$ cat src/rtl/stump_control_unit.sv
// Stump control unit: IR/CC registers, fetch/execute/memory FSM, decode.
// Define STUMP_CTRL_TIMEOUT_EN to enable the sticky bus-timeout halt.
module stump_control_unit #(
  parameter int TIMEOUT = 15,
  parameter int CNT_W   = 8
) (
  input  logic        clk,
  input  logic        rst,
  input  logic        mem_ready,
  input  logic [15:0] mem_rdata,
  input  logic [3:0]  flags,
  input  logic        run,
  input  logic        step,
  output logic [2:0]  state,
  output logic        fetch,
  output logic        execute,
  output logic        memory,
  output logic        halted,
  output logic [15:0] ir,
  output logic [3:0]  cc,
  output logic        ext_op,
  output logic        reg_write,
  output logic        opB_mux_sel,
  output logic        cc_en,
  output logic        mem_ren,
  output logic        mem_wen,
  output logic [2:0]  dest,
  output logic [2:0]  srcA,
  output logic [2:0]  srcB,
  output logic [1:0]  shift_op,
  output logic [2:0]  alu_func,
  output logic        bus_error
);

  typedef enum logic [2:0] {
    FETCH   = 3'b000,
    EXECUTE = 3'b001,
    MEMORY  = 3'b010,
    HALT    = 3'b011
  } state_t;

  localparam logic [CNT_W-1:0] TMO_LIM = CNT_W'(TIMEOUT);
`ifdef STUMP_CTRL_TIMEOUT_EN
  localparam bit TMO_EN = 1'b1;
`else
  localparam bit TMO_EN = 1'b0;
`endif

  state_t           st_q;
  state_t           st_n;
  logic [CNT_W-1:0] cnt_q;
  logic             step_q;
  logic             step_n;
  logic             waiting;
  logic             tmo_hit;
  logic             is_ldst;
  logic             is_bcc;
  logic             taken;
  logic             f_n, f_z, f_v, f_c;

  assign state   = st_q;
  assign fetch   = (st_q == FETCH);
  assign execute = (st_q == EXECUTE);
  assign memory  = (st_q == MEMORY);
  assign halted  = (st_q == HALT);

  assign is_ldst = (ir[15:13] == 3'b110);
  assign is_bcc  = (ir[15:13] == 3'b111);
  assign {f_n, f_z, f_v, f_c} = cc;

  assign waiting = fetch | memory;
  assign tmo_hit = TMO_EN & waiting & ~mem_ready
                 & (cnt_q >= TMO_LIM);

  // Branch condition evaluated on the registered flags
  always_comb begin
    taken = 1'b0;
    unique case (ir[11:8])
      4'd0:  taken = 1'b1;
      4'd1:  taken = 1'b0;
      4'd2:  taken = ~f_c & ~f_z;
      4'd3:  taken = f_c | f_z;
      4'd4:  taken = ~f_c;
      4'd5:  taken = f_c;
      4'd6:  taken = ~f_z;
      4'd7:  taken = f_z;
      4'd8:  taken = ~f_v;
      4'd9:  taken = f_v;
      4'd10: taken = ~f_n;
      4'd11: taken = f_n;
      4'd12: taken = (f_n == f_v);
      4'd13: taken = (f_n != f_v);
      4'd14: taken = ~f_z & (f_n == f_v);
      default: taken = f_z | (f_n != f_v);
    endcase
  end

  // Next state; instruction boundary halts when stopped or stepping
  always_comb begin
    st_n   = st_q;
    step_n = step_q;
    unique case (st_q)
      FETCH: begin
        if (tmo_hit) begin
          st_n   = HALT;
          step_n = 1'b0;
        end else if (mem_ready) begin
          st_n = EXECUTE;
        end
      end
      EXECUTE: begin
        if (is_ldst) begin
          st_n = MEMORY;
        end else if (!run || step_q) begin
          st_n   = HALT;
          step_n = 1'b0;
        end else begin
          st_n = FETCH;
        end
      end
      MEMORY: begin
        if (tmo_hit) begin
          st_n   = HALT;
          step_n = 1'b0;
        end else if (mem_ready) begin
          if (!run || step_q) begin
            st_n   = HALT;
            step_n = 1'b0;
          end else begin
            st_n = FETCH;
          end
        end
      end
      HALT: begin
        if (!bus_error) begin
          if (run) begin
            st_n = FETCH;
          end else if (step) begin
            st_n   = FETCH;
            step_n = 1'b1;
          end
        end
      end
      default: st_n = FETCH;
    endcase
  end

  // Datapath control decode from state, ir and cc
  always_comb begin
    ext_op      = 1'b0;
    reg_write   = 1'b0;
    opB_mux_sel = 1'b0;
    cc_en       = 1'b0;
    mem_ren     = 1'b0;
    mem_wen     = 1'b0;
    dest        = 3'd0;
    srcA        = 3'd0;
    srcB        = 3'd0;
    shift_op    = 2'd0;
    alu_func    = 3'd0;
    unique case (1'b1)
      fetch: begin
        mem_ren   = 1'b1;
        dest      = 3'd7;
        srcA      = 3'd7;
        reg_write = mem_ready;
      end
      execute: begin
        if (is_bcc) begin
          ext_op      = 1'b1;
          opB_mux_sel = 1'b1;
          dest        = 3'd7;
          srcA        = 3'd7;
          alu_func    = 3'b111;
          reg_write   = taken;
        end else begin
          dest      = ir[10:8];
          srcA      = ir[7:5];
          alu_func  = ir[15:13];
          cc_en     = ir[11] & ~is_ldst;
          reg_write = ~is_ldst;
          if (ir[12]) begin
            ext_op      = 1'b1;
            opB_mux_sel = 1'b1;
          end else begin
            srcB     = ir[4:2];
            shift_op = ir[1:0];
          end
        end
      end
      memory: begin
        mem_ren   = ~ir[11];
        mem_wen   = ir[11];
        dest      = ir[10:8];
        srcA      = ir[7:5];
        reg_write = ~ir[11] & mem_ready;
      end
      default: ;
    endcase
  end

  // State, IR, CC, wait counter and step/error flags
  always_ff @(posedge clk) begin
    if (rst) begin
      st_q   <= FETCH;
      ir     <= 16'h0000;
      cc     <= 4'h0;
      cnt_q  <= '0;
      step_q <= 1'b0;
    end else begin
      st_q   <= st_n;
      step_q <= step_n;
      if (fetch && mem_ready) ir <= mem_rdata;
      if (cc_en) cc <= flags;
      if (st_n != st_q) cnt_q <= '0;
      else if (waiting && !mem_ready && cnt_q != '1)
        cnt_q <= cnt_q + 1'b1;
    end
  end

`ifdef STUMP_CTRL_TIMEOUT_EN
  // Sticky timeout flag, cleared only by reset
  always_ff @(posedge clk) begin
    if (rst) bus_error <= 1'b0;
    else if (tmo_hit) bus_error <= 1'b1;
  end
`else
  assign bus_error = 1'b0;
`endif

endmodule

$ cat config.mk
export PLATFORM = sky130hd
export DESIGN_NAME = stump_control_unit
export DESIGN_NICKNAME = d
export VERILOG_FILES = /design/src/rtl/stump_control_unit.sv
export SDC_FILE = /design/constraint.sdc
export NUM_CORES = 1
export LEC_CHECK = 0
export ABC_AREA = 1
export BUFFER_PORTS_ARGS = -buffer_cell sky130_fd_sc_hd__buf_4
export CORE_MARGIN = 5
export CORE_UTILIZATION = 45
export DETAILED_ROUTE_END_ITERATION = 8
export PLACE_DENSITY = 0.92
export SYNTH_ARGS = -nofsm -noshare
export SYNTH_HDL_FRONTEND = slang
export SYNTH_SLANG_ARGS = --single-unit
$ cat constraint.sdc
create_clock -name clk -period 2.1 [get_ports clk]
set_clock_uncertainty 0.15 [all_clocks]
set_input_delay 0.21 -clock clk [delete_from_list [all_inputs] [get_ports clk]]
set_output_delay 0.21 -clock clk [all_outputs]
set_load 0.005 [all_outputs]
==> flow_metrics.tcl, run 1 <==
set metrics [dict create \
    seqCellArea_sq_um 465 \
    htree_levels 1 \
    design_area_sq_mm 0.00210 \
    final_antenna_net_count 0 \
    synth.distinct_cells 24 \
    clk_path_buf_depth 2 \
    holdWs_ns 0.0285 \
    p_leak_nw 1.08 \
    synth-adder-area-share_pct 3.57 \
    die-area_sq_mm 0.00433 \
    nFillCells 242 \
    tns_ns 0 \
    fin_crit_ns 1.98 \
    vias 1673 \
    core-area_sq_mm 0.00303 \
    synth.mux.area_fraction_pct 0 \
    outcome "finished clean" \
    synth_area_leader_cell "dfxtp_1" \
    total_power_w 0.00144 \
    clk_pin_slew_ns 0.13 \
    remaining_drc_errors 0 \
    critPathCaptureType "primary output" \
    min_delay_path_depth 3 \
    grt_max_degree 24 \
    hp-class "in2reg" \
    grt_use_total_pct 19.9 \
    netlist_instances 222 \
    antenna_found_initial 0 \
    ys_seq_area_share_pct 32.9 \
    cts_tree "done" \
    worst_skew_pair.late_latency_ns 0.30 \
    syn_area_sq_mm 0.00140 \
    rr_startpoint "state[0]" \
    port-buffer-count 70 \
    ys_seq_elements 23 \
    chipHeight_microns 65.8 \
    areaGrowthSynthToFinish_pct 50.0 \
    path_class "reg2out" \
    crit_start "state[1]" \
    critPathLaunchType "flip-flop" \
    ios 73 \
    min_to "cc[0]" \
    multi_input_area_sq_um 779 \
    worstReg2RegEnd "ir[2]" \
    routedWlPerCell_microns 12.5 \
    synth.area.top_cells "dfxtp_1 (33%), nand2_1 (20%), inv_1 (7.2%)" \
    layout-drive-gt1-share_pct 30.5 \
    reg2reg_slack_ns 0.32 \
    grt_overflow_total 0 \
    powerDensity_mw_per_mm2 686 \
    synth_xor_area_share_pct 0 \
    drv_slew 0 \
    clock-sinks 23 \
    dieWidth_microns 65.8 \
    setup_viol 0 \
    cts_root_buffer "clkbuf_4" \
    insertedDiodeCount 0 \
    drt_iter0_drc 85 \
    dp_hpwl_mm 3.20 \
    routed_wl_mm 4.26 \
    rsz0062_at_grt "true" \
    first_pass_iters 4 \
    gp_congestion 0.832 \
    synth_top_area_share_pct 32.9 \
    nets 328 \
    cts_inserted_buffers 3 \
    grt_pass1_wl_mm 6.82 \
    synthSimpleGateAreaFrac_pct 30.9 \
    rows 20 \
    synth_compound_area_share_pct 18.1 \
    fmax_mhz 505 \
    max-vdd-ir-drop_v 0.000458 \
    detailed_place.area_sq_mm 0.00192 \
    grt_pass1_vias 1552 \
    synth-warning-count 0 \
    cp.arrival_ns 1.62 \
    hold_violations 0 \
    cp.required_ns 1.74 \
    r2r_cells 6 \
    post-route-util_pct 69.3 \
    worstHoldStart "flags[0]" \
    synth_top_family_by_area "simple AND/OR/NAND/NOR gates" \
    avgSynthCellArea_sq_um 6.31 \
    drt-vias-per-instance 4.89 \
    maxCapViolations 0 \
    cp_max_fo 12 \
    start_util_pct 46.2 \
    fin_crit_sh_pct 94.3 \
]
repair_timing:
| action | CTS | global route |
|---|---|---|
| setup endpoints to repair | 8 | 8 |
| resized for setup | 1 | 8 |
| hold buffers | 10 | 1 |
| pin swaps | 0 | 0 |
| setup buffers | 0 | 0 |
| hold endpoints to repair | 10 | 1 |
where the power goes:
group	switching, W	leakage, nW	internal, W
combinational	0.000350	0.875	0.000332
sequential	0.0000600	0.190	0.000491
clock	0.000132	0.0150	0.0000740
final cells by class:
class | count | share of cell area, %
flip-flops and latches | 23 | 22.2
well taps | 44 | 2.62
clock buffers | 4 | 1.25
inverters | 32 | 5.84
multi-input cells | 156 | 37.1
repair buffers | 83 | 31.0
logic make-up (layout without fill, tap and decap cells):
logic type	Yosys count	after routing
buf+inv	44	119
other cells	1	2
fa+ha+maj	4	4
compound gates	42	42
flops	23	23
simple gates	108	108
worst max-delay path: stages, from the launching register on:
cell and delay [ns]:
dfxtp_4 0.40, inv_1 0.08, ha_4 0.21, buf_4 0.17, o21ai_0 0.15, nand2_1 0.07
nand2_1 0.07, inv_1 0.04, buf_4 0.12
state kept, by name, indices dropped and copies added, names as in the netlist:
| register | count |
|---|---|
| state | 2 |
| ir | 16 |
| cc | 4 |
| step_q | 1 |
worst max path at each step:
stage	endpoint	slack (ns)
floorplan	srcA[0]	0.48
global placement	srcA[0]	0.33
detailed placement	srcA[0]	0.27
CTS	reg_write	0.01
global route	reg_write	-0.01
finish	srcA[0]	0.12
Yosys cell counts:
master and number:
a211oi_2 1, o31ai_2 1, a21oi_2 1, buf_2 4, inv_2 4, a21oi_1 17, dfxtp_1 23, o21ai_0 11
o21a_1 1, conb_1 1, nand3_1 9, nand2_2 1, nor2_1 22, ha_1 4, nor2_4 1, a211oi_1 9
inv_4 1, clkbuf_1 2, nand2_1 74, nand3_2 1, o21ai_1 1, buf_6 1, inv_1 27, buf_4 5
cells in the final DEF (no fill, tap or decap), drive strengths merged:
| master | instances |
|---|---|
| nand2 | 75 |
| buf | 72 |
| inv | 32 |
| nor2 | 23 |
| dfxtp | 23 |
| a21oi | 18 |
| o21ai | 12 |
| dlygate4sd3 | 11 |
| nand3 | 10 |
| a211oi | 10 |
| clkbuf | 4 |
| ha | 4 |
| conb | 2 |
| o21a | 1 |
| o31ai | 1 |
per-stage QoR:
stage	setup slack, ns	instances
global placement	0.331	327
detailed placement	0.269	327
finish	0.119	342
CTS	0.00965	341
floorplan	0.485	223
global route	-0.0134	342
routing by layer:
layer	part of all wire (%)	vias up	track usage [%]	wire, microns
met2	51	65	35.4	2180
li1	-	840	-	-
met1	38	766	22.7	1640
met4	0.54	0	4.66	23
met5	0	-	0	0
met3	10	2	6.63	424
Power figures use the tool's default switching activity.
==> run 2, diff against run 1 <==
Clock period 2.1 ns to 2.4 ns, I/O delays scaled along.
==> flow_metrics.tcl, run 2 (synthesis gave the netlist of run 1 again) <==
set metrics [dict create \
    rows 20 \
    antenna_found_initial 0 \
    grt_max_degree 24 \
    grt_overflow_total 0 \
    drv_slew 0 \
    layout-drive-gt1-share_pct 30.4 \
    fmax_mhz 466 \
    htree_levels 1 \
    remaining_drc_errors 0 \
    cts_tree "done" \
    port-buffer-count 70 \
    start_util_pct 46.2 \
    dp_cells 326 \
    setup_viol 0 \
    dp_hpwl_mm 3.11 \
    core-area_sq_mm 0.00303 \
    stdcell_count 330 \
    dieWidth_microns 65.8 \
    cts_hold_buffers 0 \
    final_common_cell "nand2_1" \
    max-vdd-ir-drop_v 0.000377 \
    fin_crit_ns 2.15 \
    nFillCells 277 \
    cp.arrival_ns 1.76 \
    cp_max_fo 6 \
    multi_input_area_sq_um 747 \
    ios 73 \
    maxCapViolations 0 \
    grt_pass1_wl_mm 6.33 \
    rsz0062_at_grt "false" \
    cts_inserted_buffers 3 \
    chipHeight_microns 65.8 \
    regMostFlops "ir" \
    final_antenna_net_count 0 \
    critPathLaunchType "flip-flop" \
    insertedDiodeCount 0 \
    path_class "reg2out" \
    hp-class "in2reg" \
    fin_crit_sh_pct 89.4 \
    drt_iter0_drc 148 \
    die-area_sq_mm 0.00433 \
    powerDensity_mw_per_mm2 621 \
    worst_skew_pair.late_latency_ns 0.30 \
    gp_congestion 0.883 \
    areaGrowthSynthToFinish_pct 39.0 \
    detailed_place.area_sq_mm 0.00192 \
    routed_wl_mm 3.93 \
    outcome "finished clean" \
    drt-vias-per-instance 4.82 \
    cp.required_ns 2.01 \
    largest_reg_flops 16 \
    post-route-util_pct 64.3 \
    tns_ns 0 \
    cts_root_buffer "clkbuf_4" \
    critPathCaptureType "primary output" \
    design_area_sq_mm 0.00195 \
    vias 1590 \
    layout_common_cells "nand2_1 (74), buf_4 (71), inv_1 (27)" \
    nets 316 \
    clk_path_buf_depth 2 \
    grt_pass1_vias 1500 \
    routedWlPerCell_microns 11.9 \
    clock-sinks 23 \
    grt_use_total_pct 18.7 \
    p_leak_nw 1.03 \
    seqCellArea_sq_um 460 \
    clk_pin_slew_ns 0.13 \
    hold_violations 0 \
    first_pass_iters 4 \
    post_cts.repair.setup_buffers 0 \
]
-- run 2: cell types whose count changed in the layout (fill, tap and decap cells not counted), sizes merged --
cell         previous run  this run
dlygate4sd3            11         0
clkbuf                  4         3
buf                    72        71
clkinv                  0         1
-- run 2: final timing paths --
check	startpoint	cells past startpoint	slack, ns	to
worst max-delay path	state[0]	7	0.25	dest[1]
worst min-delay path	mem_rdata[6]	3	0.02	ir[6]
worst max register to register	state[0]	6	0.61	ir[3]
worst min register to register	ir[5]	2	0.34	ir[5]
-- run 2: worst max-delay path: stages (launching register included) --
cell,delay [ns]
dfxtp_1,0.44
inv_1,0.09
ha_1,0.29
a21oi_2,0.23
o21ai_0,0.13
nand2_1,0.09
inv_1,0.04
buf_4,0.12
-- run 2: per-layer routing --
layer  up-vias  wire, microns  part of all wire (%)  track usage (%)
met5         -              0                     0                0
met4         0             43                   1.1             6.22
met3         6            373                   9.5             6.29
met2        75           1880                    48             30.3
met1       688           1630                    42             23.0
li1        821              -                     -                -
-- run 2: timing repair --
item,CTS,global route
resized for setup,0,1
endpoints found under the hold margin,0,0
endpoints found under the setup margin,0,5
-- run 2: cell type report --
class | instances | share of cell area (%)
tap | 44 | 2.83
clock buffer | 3 | 1.16
sequential | 23 | 23.7
timing repair buffer | 71 | 27.4
inverter | 32 | 6.30
multi-input combinational | 156 | 38.4
clock inverter | 1 | 0.257
-- run 2: per-stage QoR --
step	hold slack (ns)	total power, W	setup WS [ns]
finish	0.0235	0.00121	0.255
global route	0.0113	0.00130	0.0624
CTS	0.00887	0.00122	0.0866
detailed placement	0.324	0.00104	0.450
global placement	0.322	0.00103	0.493
floorplan	0.168	0.000790	0.755
-- run 2: power by group --
group	total [W]	internal [W]	switching [W]
Clock	0.000177	0.0000622	0.000115
Combinational	0.000551	0.000262	0.000290
Sequential	0.000480	0.000428	0.0000513
